$ cat src/rtl/arb_muxn_pkg.sv
// Shared constants for the arb_muxn channel multiplexer/arbiter.
package arb_muxn_pkg;

    localparam logic MODE_DIRECT = 1'b0;
    localparam logic MODE_RR     = 1'b1;

    // Index width for a given channel count.
    function automatic int unsigned sel_width(input int unsigned num_ch);
        return $clog2(num_ch);
    endfunction

endpackage

$ cat src/rtl/arb_muxn_if.sv
// Handshake/bus bundle for arb_muxn.
//   mode/sel       : selection control (direct index or round-robin)
//   in_data/valid  : NUM_CH packed input channels, in_ready back per channel
//   out_*          : one-entry registered output with valid/ready handshake
interface arb_muxn_if
    import arb_muxn_pkg::*;
#(
    parameter int unsigned WIDTH  = 16,
    parameter int unsigned NUM_CH = 8
);
    localparam int unsigned SEL_W = sel_width(NUM_CH);

    logic                    mode;
    logic [SEL_W-1:0]        sel;
    logic [NUM_CH*WIDTH-1:0] in_data;
    logic [NUM_CH-1:0]       in_valid;
    logic [NUM_CH-1:0]       in_ready;
    logic [WIDTH-1:0]        out_data;
    logic [SEL_W-1:0]        out_ch;
    logic                    out_valid;
    logic                    out_ready;

    // Master drives the channels and control; slave is the mux itself.
    modport master (
        output mode, sel, in_data, in_valid, out_ready,
        input  in_ready, out_data, out_ch, out_valid
    );

    modport slave (
        input  mode, sel, in_data, in_valid, out_ready,
        output in_ready, out_data, out_ch, out_valid
    );
endinterface

$ cat src/rtl/arb_muxn_rr_pick.sv
// Rotating-priority picker: first asserted request after i_ptr, wrapping.
//   i_req       : request vector
//   i_ptr       : last granted index (search starts at i_ptr+1)
//   o_grant     : granted index (0 when none)
//   o_grant_vld : any request present
module rr_pick
    import arb_muxn_pkg::*;
#(
    parameter int unsigned NUM_CH = 8,
    localparam int unsigned SEL_W = sel_width(NUM_CH)
) (
    input  logic [NUM_CH-1:0] i_req,
    input  logic [SEL_W-1:0]  i_ptr,
    output logic [SEL_W-1:0]  o_grant,
    output logic              o_grant_vld
);

    logic [SEL_W-1:0] w_idx;

    // Scan farthest-first so the nearest candidate (ptr+1) is written last and wins.
    always_comb begin
        o_grant     = '0;
        o_grant_vld = 1'b0;
        w_idx       = '0;
        for (int i = int'(NUM_CH); i >= 1; i--) begin
            w_idx = SEL_W'((32'(i_ptr) + 32'(i)) % NUM_CH);
            if (i_req[w_idx]) begin
                o_grant     = w_idx;
                o_grant_vld = 1'b1;
            end
        end
    end

endmodule

$ cat src/rtl/arb_muxn.sv
// N-channel mux with direct-select or round-robin arbitration into a
// one-entry registered output stage.
//   clk, rst_n : clock, async active-low reset
//   bus        : arb_muxn_if.slave (control, channel inputs, output handshake)
module arb_muxn
    import arb_muxn_pkg::*;
#(
    parameter int unsigned WIDTH  = 16,
    parameter int unsigned NUM_CH = 8
) (
    input  logic        clk,
    input  logic        rst_n,
    arb_muxn_if.slave   bus
);

    localparam int unsigned SEL_W = sel_width(NUM_CH);

    logic [WIDTH-1:0]  r_out_data;
    logic [SEL_W-1:0]  r_out_ch;
    logic              r_out_valid;
    logic [SEL_W-1:0]  r_ptr;

    logic              w_load_en;
    logic [SEL_W-1:0]  w_grant;
    logic              w_grant_vld;
    logic [SEL_W-1:0]  w_idx;
    logic              w_idx_vld;
    logic [NUM_CH-1:0] w_ready;
    logic              w_xfer;
    logic [WIDTH-1:0]  w_word;

    assign w_load_en = !r_out_valid || bus.out_ready;

    rr_pick #(.NUM_CH(NUM_CH)) u_rr_pick (
        .i_req       (bus.in_valid),
        .i_ptr       (r_ptr),
        .o_grant     (w_grant),
        .o_grant_vld (w_grant_vld)
    );

    // Selected channel; out-of-range direct index selects nothing.
    always_comb begin
        w_idx     = '0;
        w_idx_vld = 1'b0;
        w_ready   = '0;
        if (bus.mode == MODE_RR) begin
            w_idx     = w_grant;
            w_idx_vld = w_grant_vld;
        end else if (32'(bus.sel) < NUM_CH) begin
            w_idx     = bus.sel;
            w_idx_vld = 1'b1;
        end
        // Ready gated by rst_n so nothing is accepted while reset is held.
        if (w_idx_vld && w_load_en && rst_n) begin
            w_ready[w_idx] = 1'b1;
        end
    end

    assign w_xfer       = |(w_ready & bus.in_valid);
    assign w_word       = bus.in_data[32'(w_idx) * WIDTH +: WIDTH];
    assign bus.in_ready = w_ready;

    // Output register and round-robin pointer.
    always_ff @(posedge clk or negedge rst_n) begin
        if (!rst_n) begin
            r_out_data  <= '0;
            r_out_ch    <= '0;
            r_out_valid <= 1'b0;
            r_ptr       <= SEL_W'(NUM_CH - 1);
        end else if (w_xfer) begin
            r_out_data  <= w_word;
            r_out_ch    <= w_idx;
            r_out_valid <= 1'b1;
            if (bus.mode == MODE_RR) begin
                r_ptr <= w_idx;
            end
        end else if (r_out_valid && bus.out_ready) begin
            r_out_valid <= 1'b0;
        end
    end

    assign bus.out_data  = r_out_data;
    assign bus.out_ch    = r_out_ch;
    assign bus.out_valid = r_out_valid;

endmodule

$ cat src/flat_wrapper.sv
// flat-port wrapper written by rule: the top's interface ports become plain ports
module arb_muxn_flat import arb_muxn_pkg::*;
#(
    parameter int unsigned WIDTH  = 16,
    parameter int unsigned NUM_CH = 8
)
  (clk, rst_n, bus_mode, bus_sel, bus_in_data, bus_in_valid, bus_out_ready, bus_in_ready, bus_out_data, bus_out_ch, bus_out_valid);
  arb_muxn_if #(.WIDTH(WIDTH), .NUM_CH(NUM_CH)) bus_i ();
  input  logic clk;
  input  logic rst_n;
  input wire logic [$bits(bus_i.mode)-1:0] bus_mode;
  input wire logic [$bits(bus_i.sel)-1:0] bus_sel;
  input wire logic [$bits(bus_i.in_data)-1:0] bus_in_data;
  input wire logic [$bits(bus_i.in_valid)-1:0] bus_in_valid;
  input wire logic [$bits(bus_i.out_ready)-1:0] bus_out_ready;
  output wire logic [$bits(bus_i.in_ready)-1:0] bus_in_ready;
  output wire logic [$bits(bus_i.out_data)-1:0] bus_out_data;
  output wire logic [$bits(bus_i.out_ch)-1:0] bus_out_ch;
  output wire logic [$bits(bus_i.out_valid)-1:0] bus_out_valid;
  assign bus_i.mode = bus_mode;
  assign bus_i.sel = bus_sel;
  assign bus_i.in_data = bus_in_data;
  assign bus_i.in_valid = bus_in_valid;
  assign bus_i.out_ready = bus_out_ready;
  assign bus_in_ready = bus_i.in_ready;
  assign bus_out_data = bus_i.out_data;
  assign bus_out_ch = bus_i.out_ch;
  assign bus_out_valid = bus_i.out_valid;
  arb_muxn #(.WIDTH(WIDTH), .NUM_CH(NUM_CH)) u_core (.clk(clk), .rst_n(rst_n), .bus(bus_i));
endmodule
$ cat config.mk
export PLATFORM = sky130hd
export DESIGN_NAME = arb_muxn_flat
export DESIGN_NICKNAME = d
export VERILOG_FILES = /design/src/rtl/arb_muxn_pkg.sv /design/src/rtl/arb_muxn_if.sv /design/src/rtl/arb_muxn_rr_pick.sv /design/src/rtl/arb_muxn.sv /design/src/flat_wrapper.sv
export SDC_FILE = /design/constraint.sdc
export NUM_CORES = 1
export LEC_CHECK = 0
export CORE_MARGIN = 4
export CORE_UTILIZATION = 38
export DETAILED_ROUTE_END_ITERATION = 10
export PLACE_DENSITY_LB_ADDON = 0.12
export SLEW_MARGIN = 20
export SYNTH_ARGS = -nofsm -noshare
export SYNTH_HDL_FRONTEND = slang
export SYNTH_SLANG_ARGS = --single-unit
$ cat constraint.sdc
create_clock -name clk -period 5.06 [get_ports clk]
set_clock_uncertainty 0.05 [all_clocks]
set_input_delay 1.012 -clock clk [delete_from_list [all_inputs] [get_ports clk]]
set_output_delay 1.012 -clock clk [all_outputs]
set_load 0.03 [all_outputs]
==> results.ini, run 1 <==
[cts]
root_buffer=clkbuf_8
clock_path_buffers=2
cts_tree=done
clkTransAtPathRegs_ns=0.08
cts.htree.levels=1
insertion_delay_ns=0.25
clock-sinks=23
cts_buffers=3

[yosys]
synth.avg_cell_area_sq_um=8.64
yosys.area.top_type_share_pct=14.5
netlist_area_sq_um=3450
synth_top_area_cell=dfrtp_1
ys_types=63
synth-edff-count=0
syn_nets=544
async_flop_share_pct=100
yosys-top-cells-area=dfrtp_1, mux2i_1, mux4_2
synth.yosys.seq_area_share_pct=16.8
yosys_most_used_dff=dfrtp_1
ys_ff_latch=23
synthCells=399
synth_warnings=0

[grt]
grt_max_degree=39
overflow=0
track_usage_pct=24.1
antenna_found_initial=0
grt_pass1_wl_microns=19900
grt_pass1_vias=3838

[sta]
rsz0062_at_grt=no
tightestPinTransition_ns=0.518
finalSetupViolCount=0
fin_crit_sh_pct=97.2
final_hold_viol_count=0
fmax_mhz=203
setup_slack_ns=0.143
period_minus_slack_ns=4.92
maxSlewHeadroom_pct=64.5
report.final.slew_viol_count=0

[setup_path]
path_class=primary input to primary output
arrival_ns=3.86
rr_endpoint=u_core.bus.out_data[3]
reg2reg_depth=15
critPathMaxStageDelay_ns=0.51
start_kind=primary input
cp_slowest_cell=mux4_2
worstPathBufferInverterCount=4
critPathRequiredTime_ns=4.00
path_cells=clkdlybuf4s50_1 > mux4_2 > nand2b_1 > o2bb2ai_1 > a2111oi_2 > o221ai_1 > a21oi_2 > buf_4 > a21oi_4 > buf_4 > nand2_1 > nor3_2 > buf_4
reg2reg_slack_ns=0.43
cp-endpoint=bus_in_ready[0]
cp_max_fo=13
r2r_start=u_core.r_ptr[0]
worstSetupStartpoint=bus_in_valid[1]
crit_family=buffers and inverters
cp.depth=13
path_common_cell=buf_4
cp-end-kind=primary output

[floorplanning]
io_pins=171
coreArea_sq_um=8760
initial_core_util_pct=39.3
dieArea_sq_um=10700
die_h_microns=103
rows=34
fp.dieW_microns=103

[routing]
detail-route-antenna-nets=0
routed_wl_microns=12800
viasPerCell=5.57
post-route-drc-count=0
dr_total_vias=3790
wire_per_inst_microns=18.8
firstDrtPassIters=4
drtIter0Drc=157

[pwr]
leakagePower_nw=2.36
peakVddDrop_v=0.000288
seq_power_share_pct=9.0
combinationalPowerShare_pct=88.4
swShare_pct=49.5
pwr-share-clk_pct=2.6
p_sw_w=0.00210
p_per_area_nw_per_um2=769
power.internal_w=0.00214

[min_path]
hp-start=u_core.bus.out_ch[0]
hold_path_class=flip-flop to flip-flop

[finish]
final_common_cell=clkdlybuf4s50_1
final_core_util_pct=62.9
nNetsFinal=719
final_cell_mix=clkdlybuf4s50_1, mux2i_1, a21oi_1, nand2_1, buf_4
areaGrowthSynthToFinish_pct=59.9
drive_gt1_share_pct=19.9
diodes=0

[place]
io_buffers=170
gp_congestion=0.898
dp_hpwl_microns=10600
pre_cts_slack_ns=0.0336

[flow_run]
maxCapViolations=0

[status]
status=finished, final reports clean

## cells in the mapped netlist, types with 6 or more instances
cell type,instances
buf_2,9
nor2_1,10
a221oi_1,17
mux4_2,10
clkbuf_1,16
mux2_2,6
dfrtp_1,20
nand2_1,37
a31o_2,16
mux2i_1,48
mux2_4,13
o21ai_0,21
nand2b_1,23
inv_1,19
mux2_1,8
a21oi_1,41
## area by class of cell
cell class	instances	area, sq um
timing repair buffer	203	2000
sequential	23	579
inverter	20	75.1
fill	788	3250
clock buffer	4	45.0
multi-input combinational	323	2680
tap	108	135
## power groups by stage
stage	Combinational, W	Clock, W	Sequential, W
global route	0.00403	0.000121	0.000393
global placement	0.00366	0	0.000378
CTS	0.00371	0.000114	0.000379
floorplan	0.00250	0	0.000505
finish	0.00374	0.000112	0.000380
detailed placement	0.00370	0	0.000377
## how the worst min path moves through the flow
stage / slack, ns / to / cells past startpoint
after floorplan: 0.63 / u_core.bus.out_valid / 2
after global placement: 0.42 / u_core.bus.out_data[3] / 1
after detailed placement: 0.43 / u_core.bus.out_ch[1] / 1
after CTS: 0.46 / u_core.bus.out_data[3] / 1
after global routing: 0.48 / u_core.bus.out_ch[0] / 1
final: 0.45 / u_core.bus.out_ch[0] / 1
## cell families (layout without fill, tap and decap cells)
kind of cell             after synthesis  count (layout)  share of synthesized area, %
AO/OA/AOI/OAI                        130             130                          27.3
AND/OR/NAND/NOR                      100             100                          14.8
multiplexers                          85              85                          30.7
buffers and inverters                 53             227                          7.30
flip-flops                            23              23                          16.8
XOR/XNOR                               6               6                          2.29
adder cells (fa/ha/maj)                2               2                         0.726
## per-stage QoR
| step | instances | cell area, sq um | TNS, ns | total power [W] | hold slack [ns] |
|---|---|---|---|---|---|
| detailed placement | 676 | 5430 | 0 | 0.00408 | 0.431 |
| global route | 681 | 5510 | 0 | 0.00455 | 0.476 |
| finish | 681 | 5510 | 0 | 0.00423 | 0.453 |
| CTS | 680 | 5470 | 0 | 0.00421 | 0.459 |
| floorplan | 399 | 3470 | -0.153 | 0.00301 | 0.630 |
| global placement | 676 | 5430 | 0 | 0.00404 | 0.425 |
## timing repair
item,in CTS,in global routing
setup buffers,0,1
resized for setup,1,8
endpoints found under the hold margin,0,0
setup endpoints to repair,1,8
hold buffers,0,0
## worst reg2reg max path, cell delays in order (launching register included)
cell and delay (ns):
dfstp_2 0.54, inv_2 0.10, ha_1 0.55, buf_12 0.18, mux2i_1 0.29, mux2i_1 0.17
o221ai_1 0.40, o22ai_1 0.21, o311ai_2 0.44, a21boi_4 0.19, buf_12 0.22, a21o_1 0.21
o22a_4 0.22, a22oi_4 0.26, buf_12 0.17, mux2_1 0.32
## registers in the layout, summed over array words and instances (netlist names)
name / cells
u_core.bus.out_data: 16
u_core.bus.out_valid: 1
u_core.r_ptr: 3
u_core.bus.out_ch: 3
## layer usage
metal  GRT usage, %  routed length, microns  share of wire, %
met1           29.7                    5040                39
met2           42.8                    6570                51
met3           4.69                     960               7.5
met4           6.77                     258               2.0
met5              0                       0                 0
(Power assumes the default switching activity.)
==> inputs of run 2 (changes only) <==
--- a/config.mk
+++ b/config.mk
@@ -5,6 +5,7 @@
 export SDC_FILE = /design/constraint.sdc
 export NUM_CORES = 1
 export LEC_CHECK = 0
+export CAP_MARGIN = 10
 export CORE_MARGIN = 4
 export CORE_UTILIZATION = 38
 export DETAILED_ROUTE_END_ITERATION = 10
==> results of run 2 <==
The final DEF is identical to that of run 1; final timing and power are the same.
==> inputs of run 3 (changes only) <==
--- a/config.mk
+++ b/config.mk
@@ -6,8 +6,9 @@
 export NUM_CORES = 1
 export LEC_CHECK = 0
 export CAP_MARGIN = 10
-export CORE_MARGIN = 4
+export CORE_MARGIN = 2
 export CORE_UTILIZATION = 38
+export CTS_BUF_LIST = sky130_fd_sc_hd__clkbuf_8
 export DETAILED_ROUTE_END_ITERATION = 10
 export PLACE_DENSITY_LB_ADDON = 0.12
 export SLEW_MARGIN = 20
==> results.ini, run 3 (synthesized netlist as in run 1, its figures left out) <==
[cts]
cts_tree=done
root_buffer=clkbuf_8
clkTransAtPathRegs_ns=0.08  ; about the same
insertion_delay_ns=0.26  ; about the same
clock-sinks=23  ; unchanged
cts.htree.levels=1  ; unchanged
clock_path_buffers=2  ; unchanged
cts_buffers=3  ; unchanged

[sta]
period_minus_slack_ns=4.98  ; +0.0627 ns
tightestPinTransition_ns=0.568  ; +0.0493 ns
final_hold_viol_count=0  ; unchanged
fin_crit_sh_pct=98.4  ; +1.2 points
fmax_mhz=201  ; -1.3%
finalSetupViolCount=0  ; unchanged
report.final.slew_viol_count=0  ; unchanged
setup_slack_ns=0.0802  ; -0.0627 ns
maxSlewHeadroom_pct=61.2  ; -3.4 points

[finish]
areaGrowthSynthToFinish_pct=58.5
largest_reg_flops=16  ; unchanged
nFillCells=798  ; +1.3%
drive_gt1_share_pct=19.7  ; -0.21 points
fin_cells=678  ; -0.44%
nNetsFinal=715  ; -0.56%
final_common_cell=clkdlybuf4s50_1
final_cell_mix=clkdlybuf4s50_1, mux2i_1, a21oi_1, nand2_1, buf_4

[floorplanning]
fp.dieW_microns=99.2  ; -3.9%
initial_core_util_pct=39.3  ; unchanged
die_h_microns=99.2  ; -3.9%
rows=34  ; unchanged
coreArea_sq_um=8760  ; unchanged
dieArea_sq_um=9850  ; -7.6%
io_pins=171  ; unchanged

[pwr]
seq_power_share_pct=9.3  ; +0.3 points
pwr-share-clk_pct=2.8  ; +0.2 points
p_sw_w=0.00208  ; -0.92%
p_per_area_nw_per_um2=757  ; -1.5%
peakVddDrop_v=0.000338  ; +18%
power.internal_w=0.00206  ; -3.7%
leakagePower_nw=2.33  ; -1.2%
swShare_pct=50.2  ; +0.72 points
combinationalPowerShare_pct=87.9  ; -0.5 points

[routing]
viasPerCell=5.55  ; -0.25%
routed_wl_microns=12300  ; -3.9%
firstDrtPassIters=6  ; +2
dr_total_vias=3764  ; -0.69%
wire_per_inst_microns=18.2  ; -3.5%
drtIter0Drc=196  ; +25%
post-route-drc-count=0  ; unchanged
detail-route-antenna-nets=0  ; unchanged

[grt]
antenna_found_initial=1  ; +1
track_usage_pct=24.9  ; +0.72 points
overflow=0  ; unchanged
grt_pass1_wl_microns=19700  ; -1.0%
grt_max_degree=43  ; +10%
grt_pass1_vias=3812  ; -0.68%

[setup_path]
start_kind=primary input
cp_slowest_cell=mux4_2
critPathMaxStageDelay_ns=0.51  ; about the same
path_class=primary input to primary output
worstPathBufferInverterCount=3  ; -1
critPathRequiredTime_ns=4.00  ; about the same
path_cells=clkdlybuf4s50_1 > mux4_2 > nand2b_1 > o2bb2ai_1 > a2111oi_1 > o221ai_1 > a21oi_1 > buf_4 > a21oi_4 > nor3_4 > and3_1 > buf_4
path_common_cell=buf_4
arrival_ns=3.92  ; +0.06 ns
crit_family=compound AO/OA/AOI/OAI gates
cp_max_fo=5  ; -8
cp-end-kind=primary output

[place]
dp_hpwl_microns=10100  ; -4.5%
io_buffers=170  ; unchanged
pre_cts_slack_ns=0.0137  ; -0.0199 ns
dp_cells=673  ; -0.44%
gp_congestion=0.858  ; -4.4%

[status]
status=finished, final reports clean

[min_path]
hold_path_class=flip-flop to flip-flop

[flow_run]
maxCapViolations=0  ; unchanged

==> run 3: changes by cell type in the layout (fill, tap and decap cells not counted), sizes merged <==
cell	change
dlygate4sd2	-1
buf	-4
clkinvlp	+1
dlymetal6s2s	+1
clkbuf	-1
diode	+1
==> run 3: final timing paths <==
path	from	end	slack [ns]	cells after the start
setup / recovery	bus_in_valid[0]	bus_in_ready[5]	0.08	12
hold / removal	u_core.bus.out_ch[1]	u_core.bus.out_ch[1]	0.45	1
setup reg to reg	u_core.r_ptr[0]	u_core.bus.out_data[4]	0.55	14
hold reg to reg	u_core.bus.out_ch[1]	u_core.bus.out_ch[1]	0.45	1
max in group asynchronous	rst_n	u_core.r_ptr[1]	3.60	2
min in group asynchronous	rst_n	u_core.bus.out_valid	1.08	2
==> run 3: timing repair <==
action	4_1_cts	5_1_grt
gates resized for setup	0	11
setup endpoints to repair	0	26
hold buffers	0	0
setup buffers	0	0
==> run 3: metrics by stage <==
stage | area [sq um] | hold slack [ns] | util, % | total power [W] | TNS (ns)
2_1_floorplan | 3470 | 0.630 | - | 0.00301 | -0.153
3_3_place_gp | 5370 | 0.423 | 61.3 | 0.00393 | 0
3_5_place_dp | 5370 | 0.439 | 61.3 | 0.00397 | 0
4_1_cts | 5420 | 0.457 | 61.8 | 0.00410 | 0
5_1_grt | 5460 | 0.468 | 62.3 | 0.00446 | -0.116
6_report | 5460 | 0.453 | 62.3 | 0.00414 | 0
==> run 3: final cells by class <==
cell class                      count  area (sq um)  share of cell area [%]
Antenna cell                        1          2.50                  0.0458
Clock buffer                        3          41.3                   0.756
Clock inverter                      1          7.51                   0.137
Inverter                           20          75.1                    1.37
Multi-Input combinational cell    323          2690                    49.2
Sequential cell                    23           579                    10.6
Tap cell                          108           135                    2.47
Timing Repair Buffer              199          1930                    35.4
==> run 3: power groups by stage <==
| stage | clock network (W) | logic (W) | registers [W] |
|---|---|---|---|
| after global placement | 0 | 0.00354 | 0.000383 |
| after detailed placement | 0 | 0.00358 | 0.000383 |
| after global routing | 0.000126 | 0.00394 | 0.000401 |
| final | 0.000115 | 0.00364 | 0.000384 |
| after CTS | 0.000117 | 0.00359 | 0.000384 |
| after floorplan | 0 | 0.00250 | 0.000505 |
==> run 3: worst register-to-register path, cell delays in order, from the launching register on <==
cell and delay [ns]:
dfstp_2 0.54, buf_4 0.32, ha_2 0.36, xor2_2 0.15, and2_1 0.21, a2111oi_0 0.55, o311a_1 0.29, o311ai_2 0.14
a21boi_4 0.40, buf_12 0.28, mux2i_1 0.37, buf_4 0.18, a221oi_1 0.08, a31o_2 0.22, mux2_1 0.28
==> run 3: layer usage <==
| layer | global-route usage (%) | up-vias | wire, microns |
|---|---|---|---|
| li1 | - | 1849 | - |
| met3 | 4.01 | 16 | 868 |
| met2 | 44.4 | 142 | 6280 |
| met5 | 0 | - | 0 |
| met1 | 31.5 | 1757 | 4920 |
| met4 | 5.58 | 0 | 265 |
